--- config.mk ---
export PLATFORM = sky130hd
export DESIGN_NAME = divider_sequencer
export DESIGN_NICKNAME = d
export VERILOG_FILES = /design/src/rtl/divider_sequencer_pkg.sv /design/src/rtl/divider_step_table.sv /design/src/rtl/divider_sequencer.sv
export SDC_FILE = /design/constraint.sdc
export NUM_CORES = 1
export LEC_CHECK = 0
export CAP_MARGIN = 20
export CELL_PAD_IN_SITES_DETAIL_PLACEMENT = 0
export CELL_PAD_IN_SITES_GLOBAL_PLACEMENT = 2
export CORE_MARGIN = 1.5
export CORE_UTILIZATION = 42
export DETAILED_ROUTE_END_ITERATION = 10
export PLACE_DENSITY = 0.79
export REMOVE_ABC_BUFFERS = 1
export SKIP_CTS_REPAIR_TIMING = 1
export SLEW_MARGIN = 25
export SYNTH_ARGS = -nofsm -noshare
export SYNTH_HDL_FRONTEND = slang
export SYNTH_SLANG_ARGS = --single-unit
--- constraint.sdc ---
create_clock -name inclk -period 22.3 [get_ports inclk]
set_input_delay 2.23 -clock inclk [delete_from_list [all_inputs] [get_ports inclk]]
set_output_delay 2.23 -clock inclk [all_outputs]
set_load 0.03 [all_outputs]
--- src/rtl/divider_sequencer_pkg.sv ---
// divider_sequencer_pkg: shared sizes, reset defaults and FSM states for the divider sequencer
package divider_sequencer_pkg;
  localparam int DEPTH = 8;
  localparam int CNT_W = 32;
  localparam int DUR_W = 32;
  localparam int DEF_COUNT = 1;
  localparam int DEF_DUR = 1;
  typedef enum logic [0:0] {IDLE = 1'b0, PLAY = 1'b1} state_t;
endpackage

--- src/rtl/divider_step_table.sv ---
// divider_step_table: step table with a guarded write port and a combinational read port
module divider_step_table
  import divider_sequencer_pkg::*;
#(
  parameter int DEPTH = divider_sequencer_pkg::DEPTH,
  parameter int CNT_W = divider_sequencer_pkg::CNT_W,
  parameter int DUR_W = divider_sequencer_pkg::DUR_W,
  localparam int AW = $clog2(DEPTH)
) (
  input  logic             i_clk,
  input  logic             i_rst,
  input  logic             i_wr_en,
  input  logic [AW-1:0]    i_wr_addr,
  input  logic [CNT_W-1:0] i_wr_count,
  input  logic [DUR_W-1:0] i_wr_dur,
  input  logic [AW-1:0]    i_rd_addr,
  output logic [CNT_W-1:0] o_rd_count,
  output logic [DUR_W-1:0] o_rd_dur,
  output logic             o_wr_err
);
  logic [CNT_W-1:0] r_count [DEPTH];
  logic [DUR_W-1:0] r_dur [DEPTH];
  logic             w_zero;
  assign w_zero = i_wr_count == '0;
  assign o_rd_count = r_count[i_rd_addr];
  assign o_rd_dur = r_dur[i_rd_addr];
  // a zero count would underflow the divider compare, so such writes are dropped
  always_ff @(posedge i_clk or posedge i_rst) begin
    if (i_rst) begin
      for (int i = 0; i < DEPTH; i++) begin
        r_count[i] <= CNT_W'(DEF_COUNT);
        r_dur[i] <= DUR_W'(DEF_DUR);
      end
      o_wr_err <= 1'b0;
    end else begin
      o_wr_err <= i_wr_en && w_zero;
      if (i_wr_en && !w_zero) begin
        r_count[i_wr_addr] <= i_wr_count;
        r_dur[i_wr_addr] <= i_wr_dur;
      end
    end
  end
endmodule

--- src/rtl/divider_sequencer.sv ---
// divider_sequencer: plays a (count, duration) step table into a programmable clock divider
module divider_sequencer
  import divider_sequencer_pkg::*;
#(
  parameter int DEPTH = divider_sequencer_pkg::DEPTH,
  parameter int CNT_W = divider_sequencer_pkg::CNT_W,
  parameter int DUR_W = divider_sequencer_pkg::DUR_W,
  localparam int AW = $clog2(DEPTH)
) (
  input  logic             inclk,
  input  logic             Reset,
  input  logic             wr_en,
  input  logic [AW-1:0]    wr_addr,
  input  logic [CNT_W-1:0] wr_count,
  input  logic [DUR_W-1:0] wr_dur,
  output logic             wr_err,
  input  logic [AW:0]      len,
  input  logic             loop_en,
  input  logic             start,
  input  logic             stop,
  output logic             cfg_err,
  output logic [CNT_W-1:0] div_clk_count,
  output logic             div_run,
  output logic             busy,
  output logic [AW-1:0]    step_idx,
  output logic             done
);
  state_t           r_state;
  logic [AW:0]      r_len;
  logic [AW-1:0]    r_idx;
  logic [DUR_W-1:0] r_left;
  logic [CNT_W-1:0] r_count;
  logic             r_done;
  logic             r_cfg_err;
  logic             w_last_step;
  logic             w_step_end;
  logic             w_len_ok;
  logic [AW-1:0]    w_next_idx;
  logic [AW-1:0]    w_rd_addr;
  logic [CNT_W-1:0] w_rd_count;
  logic [DUR_W-1:0] w_rd_dur;
  logic [DUR_W-1:0] w_load_dur;
  divider_step_table #(.DEPTH(DEPTH), .CNT_W(CNT_W), .DUR_W(DUR_W)) u_table (
    .i_clk(inclk),
    .i_rst(Reset),
    .i_wr_en(wr_en),
    .i_wr_addr(wr_addr),
    .i_wr_count(wr_count),
    .i_wr_dur(wr_dur),
    .i_rd_addr(w_rd_addr),
    .o_rd_count(w_rd_count),
    .o_rd_dur(w_rd_dur),
    .o_wr_err(wr_err)
  );
  assign w_last_step = {1'b0, r_idx} == r_len - 1'b1;
  assign w_step_end = r_left == DUR_W'(1);
  assign w_len_ok = len != '0 && len <= (AW+1)'(DEPTH);
  assign w_next_idx = w_last_step ? '0 : r_idx + 1'b1;
  assign w_rd_addr = r_state == IDLE ? '0 : w_next_idx;
  assign w_load_dur = w_rd_dur == '0 ? DUR_W'(1) : w_rd_dur;
  assign busy = r_state == PLAY;
  assign div_run = r_state == PLAY;
  assign div_clk_count = r_count;
  assign step_idx = r_idx;
  assign done = r_done;
  assign cfg_err = r_cfg_err;
  // stop is checked ahead of start and of the step-end decision so it always wins
  always_ff @(posedge inclk or posedge Reset) begin
    if (Reset) begin
      r_state <= IDLE;
      r_len <= '0;
      r_idx <= '0;
      r_left <= DUR_W'(DEF_DUR);
      r_count <= CNT_W'(DEF_COUNT);
      r_done <= 1'b0;
      r_cfg_err <= 1'b0;
    end else begin
      r_done <= 1'b0;
      r_cfg_err <= 1'b0;
      if (r_state == IDLE) begin
        if (start && !stop) begin
          if (w_len_ok) begin
            r_state <= PLAY;
            r_len <= len;
            r_idx <= '0;
            r_count <= w_rd_count;
            r_left <= w_load_dur;
          end else begin
            r_cfg_err <= 1'b1;
          end
        end
      end else if (stop) begin
        r_state <= IDLE;
      end else if (!w_step_end) begin
        r_left <= r_left - 1'b1;
      end else if (!w_last_step || loop_en) begin
        r_idx <= w_next_idx;
        r_count <= w_rd_count;
        r_left <= w_load_dur;
      end else begin
        r_state <= IDLE;
        r_done <= 1'b1;
      end
    end
  end
endmodule

==> metrics.md <==
| Metric | Value |
|---|---|
| Placed instance area | `29000 sq um` |
| Ys async rst share | `1.00` |
| Worst Skew | `21.1 ps` |
| Post-synth top area share | `0.528` |
| Post-route minimum period | `6000 ps` |
| WP buf/inv | `4` |
| Multi-input logic area | `11700 sq um` |
| Startpoint types | `input port` |
| Largest net degree at the start of global routing | `115` |
| Fmax | `167 MHz` |
| Pre-antenna DRT Iters | `5` |
| Htree depth | `3` |
| Grt ovf | `0` |
| Final Util | `0.494` |
| Area Growth Syn to Fin | `16.1%` |
| Library cell with the highest instance count after synthesis | `dfrtp_1` |
| Largest delay share family, worst path | `simple AND/OR/NAND/NOR gates` |
| Final setup fails | `0` |
| Vias in the first global route | `19200` |
| Status | `completed` |
| Seq/Total Area, Yosys | `0.546` |
| CP dominant cell by count | `inv_1` |
| Yosys top cell by area | `dfrtp_1` |
| Sequential cell area | `14700 sq um` |
| Pin slew with the least headroom to its limit | `1010 ps` |
| Worst Hold Class | `flop to flop` |
| Worst vdd ir | `88.7 uV` |
| Antenna cells | `0` |
| Yosys warning total | `0` |
| Post-route cell area | `31300 sq um` |
| Critical-path top delay cell | `nor4_1` |
| Iter 0 DRT Violations | `1229` |
| Io pins | `117` |
| Slew HR | `0.325` |
| Max-cap viol count | `0` |
| Post-detail-place hpwl | `43800 um` |
| Leakage Power | `13.5 nW` |
| Synth area leaders | `dfrtp_1 53%, mux2_2 22%, nand2_1 4.1%` |
| RSZ-0062 raised after global routing | `false` |
| Die ar. | `65700 sq um` |
| Met3 global-route usage | `0.0343` |
| Root buffer cell | `clkbuf_16` |
| GPL Wtd Cong | `0.849` |
| Die Wd | `256 um` |
| Post-route antenna net violation count | `0` |
| Clock-pin slew on the worst setup and hold paths | `60 ps` |
| Initial antenna violation count | `3` |
| Crit-path max cell delay | `830 ps` |
| Vias per cell | `5.74` |
| Syn avg cell area | `12.0 sq um` |
| Worst endpoint data arrival time | `6450 ps` |
| Fin nets | `2389` |
| Fin Hold WS | `467 ps` |
| Core Area | `63300 sq um` |
| Port Buffers | `116` |
| Clock buffer depth | `3` |
| GR peak layer | `met2` |
| Mapped cell area | `27000 sq um` |
| Final hold viol count | `0` |
| Crit path kind | `input port to flop` |
| Residual DRC count | `0` |
| Synth cell count leaders | `569 x dfrtp_1, 537 x mux2_2, 292 x nand2_1, 124 x clkbuf_1, 92 x o21ai_0` |
| Initial Util | `0.426` |
| DR vias | `18400` |
| Total Routing Usage GR | `0.228` |
| Die Height | `256 um` |
| Share of layout cells above drive strength 1 | `0.314` |
| Met2 Track Usage GR | `0.376` |
| Kind of end point of the critical path | `flop` |
| Final Worst Setup Slack | `16300 ps` |
| CTS tree | `done` |
| Final Max Tran Viols | `0` |
| Synth Register Bits | `587` |
| CTS buffer count | `67` |
| Total wire length | `74600 um` |
| WL/cell | `23.2 um` |
| Rows | `92` |
| Synth unique cells | `66` |
| Max FO, Critical Path | `35` |
| Met1 Resource Use GR | `0.311` |
| Cell Pwr Density | `110 nW/um^2` |
| Filler cells | `5569` |
| Post-Route Setup TNS | `0 ps` |
| Cells along the critical path | `clkdlybuf4s50_1 -> nor4_1 -> nand4_1 -> o21ai_0 -> inv_1 -> nand2_1 -> inv_1 -> nand3b_1 -> buf_4 -> mux2_2` |
| CTS Sinks | `587` |
| Worst slack, placed | `15210 ps` |
| Tcrit/Tclk final | `0.269` |
| Synth Instances | `2239` |
| First-pass GRT wire length | `116000 um` |
| WP data required | `22760 ps` |
| Worst-Skew Late Latency | `590 ps` |
| EDFF count, synth | `0` |
| Prevailing post-synth register cell | `dfrtp_1` |
[worst paths after layout]
check	cells past startpoint	end	from	slack [ps]
max reg2reg	10	r_left[0]$_DFFE_PP1P_	step_idx[0]$_DFFE_PP0P_	17690
min in group asynchronous	2	cfg_err$_DFF_PP0_	Reset	2170
max in group asynchronous	6	div_clk_count[23]$_DFFE_PP0P_	Reset	16340
min	2	div_clk_count[0]$_DFFE_PP1P_	div_clk_count[0]$_DFFE_PP1P_	470
max	10	u_table.r_dur[153]$_DFFE_PP0P_	wr_count[19]	16300
min reg2reg	2	div_clk_count[0]$_DFFE_PP1P_	div_clk_count[0]$_DFFE_PP1P_	470
[state kept, by name, indices dropped and copies added, names as in the netlist]
signal	cells
busy	1
cfg_err	1
div_clk_count	32
done	1
r_left	32
r_len	4
step_idx	3
u_table.o_wr_err	1
u_table.r_count	256
u_table.r_dur	256
[cell usage in the layout (no fill, tap or decap), types with 4 or more instances in the layout]
cell and count:
dfrtp_1 568, mux2_2 537, nand2_1 291, clkdlybuf4s50_1 116, o21ai_0 92, nand3_1 74
clkbuf_16 69, mux2i_1 60, nor2_1 47, a21oi_1 43, buf_4 40, a31oi_1 39
a22oi_1 37, a211oi_1 37, and3_1 35, clkbuf_1 24, nor3_1 22, nor4_1 21
dfstp_2 18, clkbuf_8 15, mux4_2 13, inv_1 11, o21ai_1 8, a221o_1 8
nand4_1 6, o211ai_1 6, o221ai_1 5, a222oi_1 5, a221oi_1 5, a32oi_1 5
bufinv_16 5, nand3b_1 4, or3_1 4, nor2b_1 4, nand2b_1 4, o22ai_1 4
clkinv_2 4
[metrics by stage]
step,cells,power (mW)
after detailed placement,3085,2.33
after floorplan,2079,2.04
after global routing,3209,3.61
after global placement,3084,2.30
final,3209,3.44
after CTS,3209,3.47
[per-layer routing]
layer,part of all wire,wire length (um)
met5,0.00048,36
met4,0.021,1600
met3,0.044,3320
met2,0.48,36000
met1,0.45,33600
[area by class of cell]
| cell class | instances | share of cell area |
|---|---|---|
| clock buffer | 108 | 0.0646 |
| multi-input combinational | 1479 | 0.374 |
| tap | 846 | 0.0338 |
| clock inverter | 16 | 0.00779 |
| inverter | 13 | 0.00180 |
| sequential | 587 | 0.470 |
| timing repair buffer | 160 | 0.0484 |
[power by group]
group,internal [mW],switching [mW]
Clock,0.682,0.440
Sequential,1.33,0.153
Combinational,0.389,0.444
Total,2.40,1.04
[worst reg2reg max path, cell delays in order, from the launching register on]
cell and delay (ps):
dfrtp_4 700, ha_2 830, buf_4 720, nor2_1 360, a22oi_1 260, nor2_1 60
a221oi_1 630, nand4_1 280, nor4_2 270, nand4_1 140, o31ai_1 280
[logic make-up (layout without fill, tap and decap cells)]
| kind of cell | after synthesis | in the layout | share of synthesized area |
|---|---|---|---|
| XOR/XNOR | 8 | 8 | 0.00311 |
| multiplexers | 610 | 610 | 0.257 |
| AO/OA/AOI/OAI | 320 | 320 | 0.0764 |
| buffers and inverters | 173 | 297 | 0.0253 |
| adder cells (fa/ha/maj) | 4 | 4 | 0.00186 |
| AND/OR/NAND/NOR | 537 | 537 | 0.0904 |
| flip-flops | 587 | 587 | 0.546 |
Note: power is estimated with default switching activity, not from simulation.
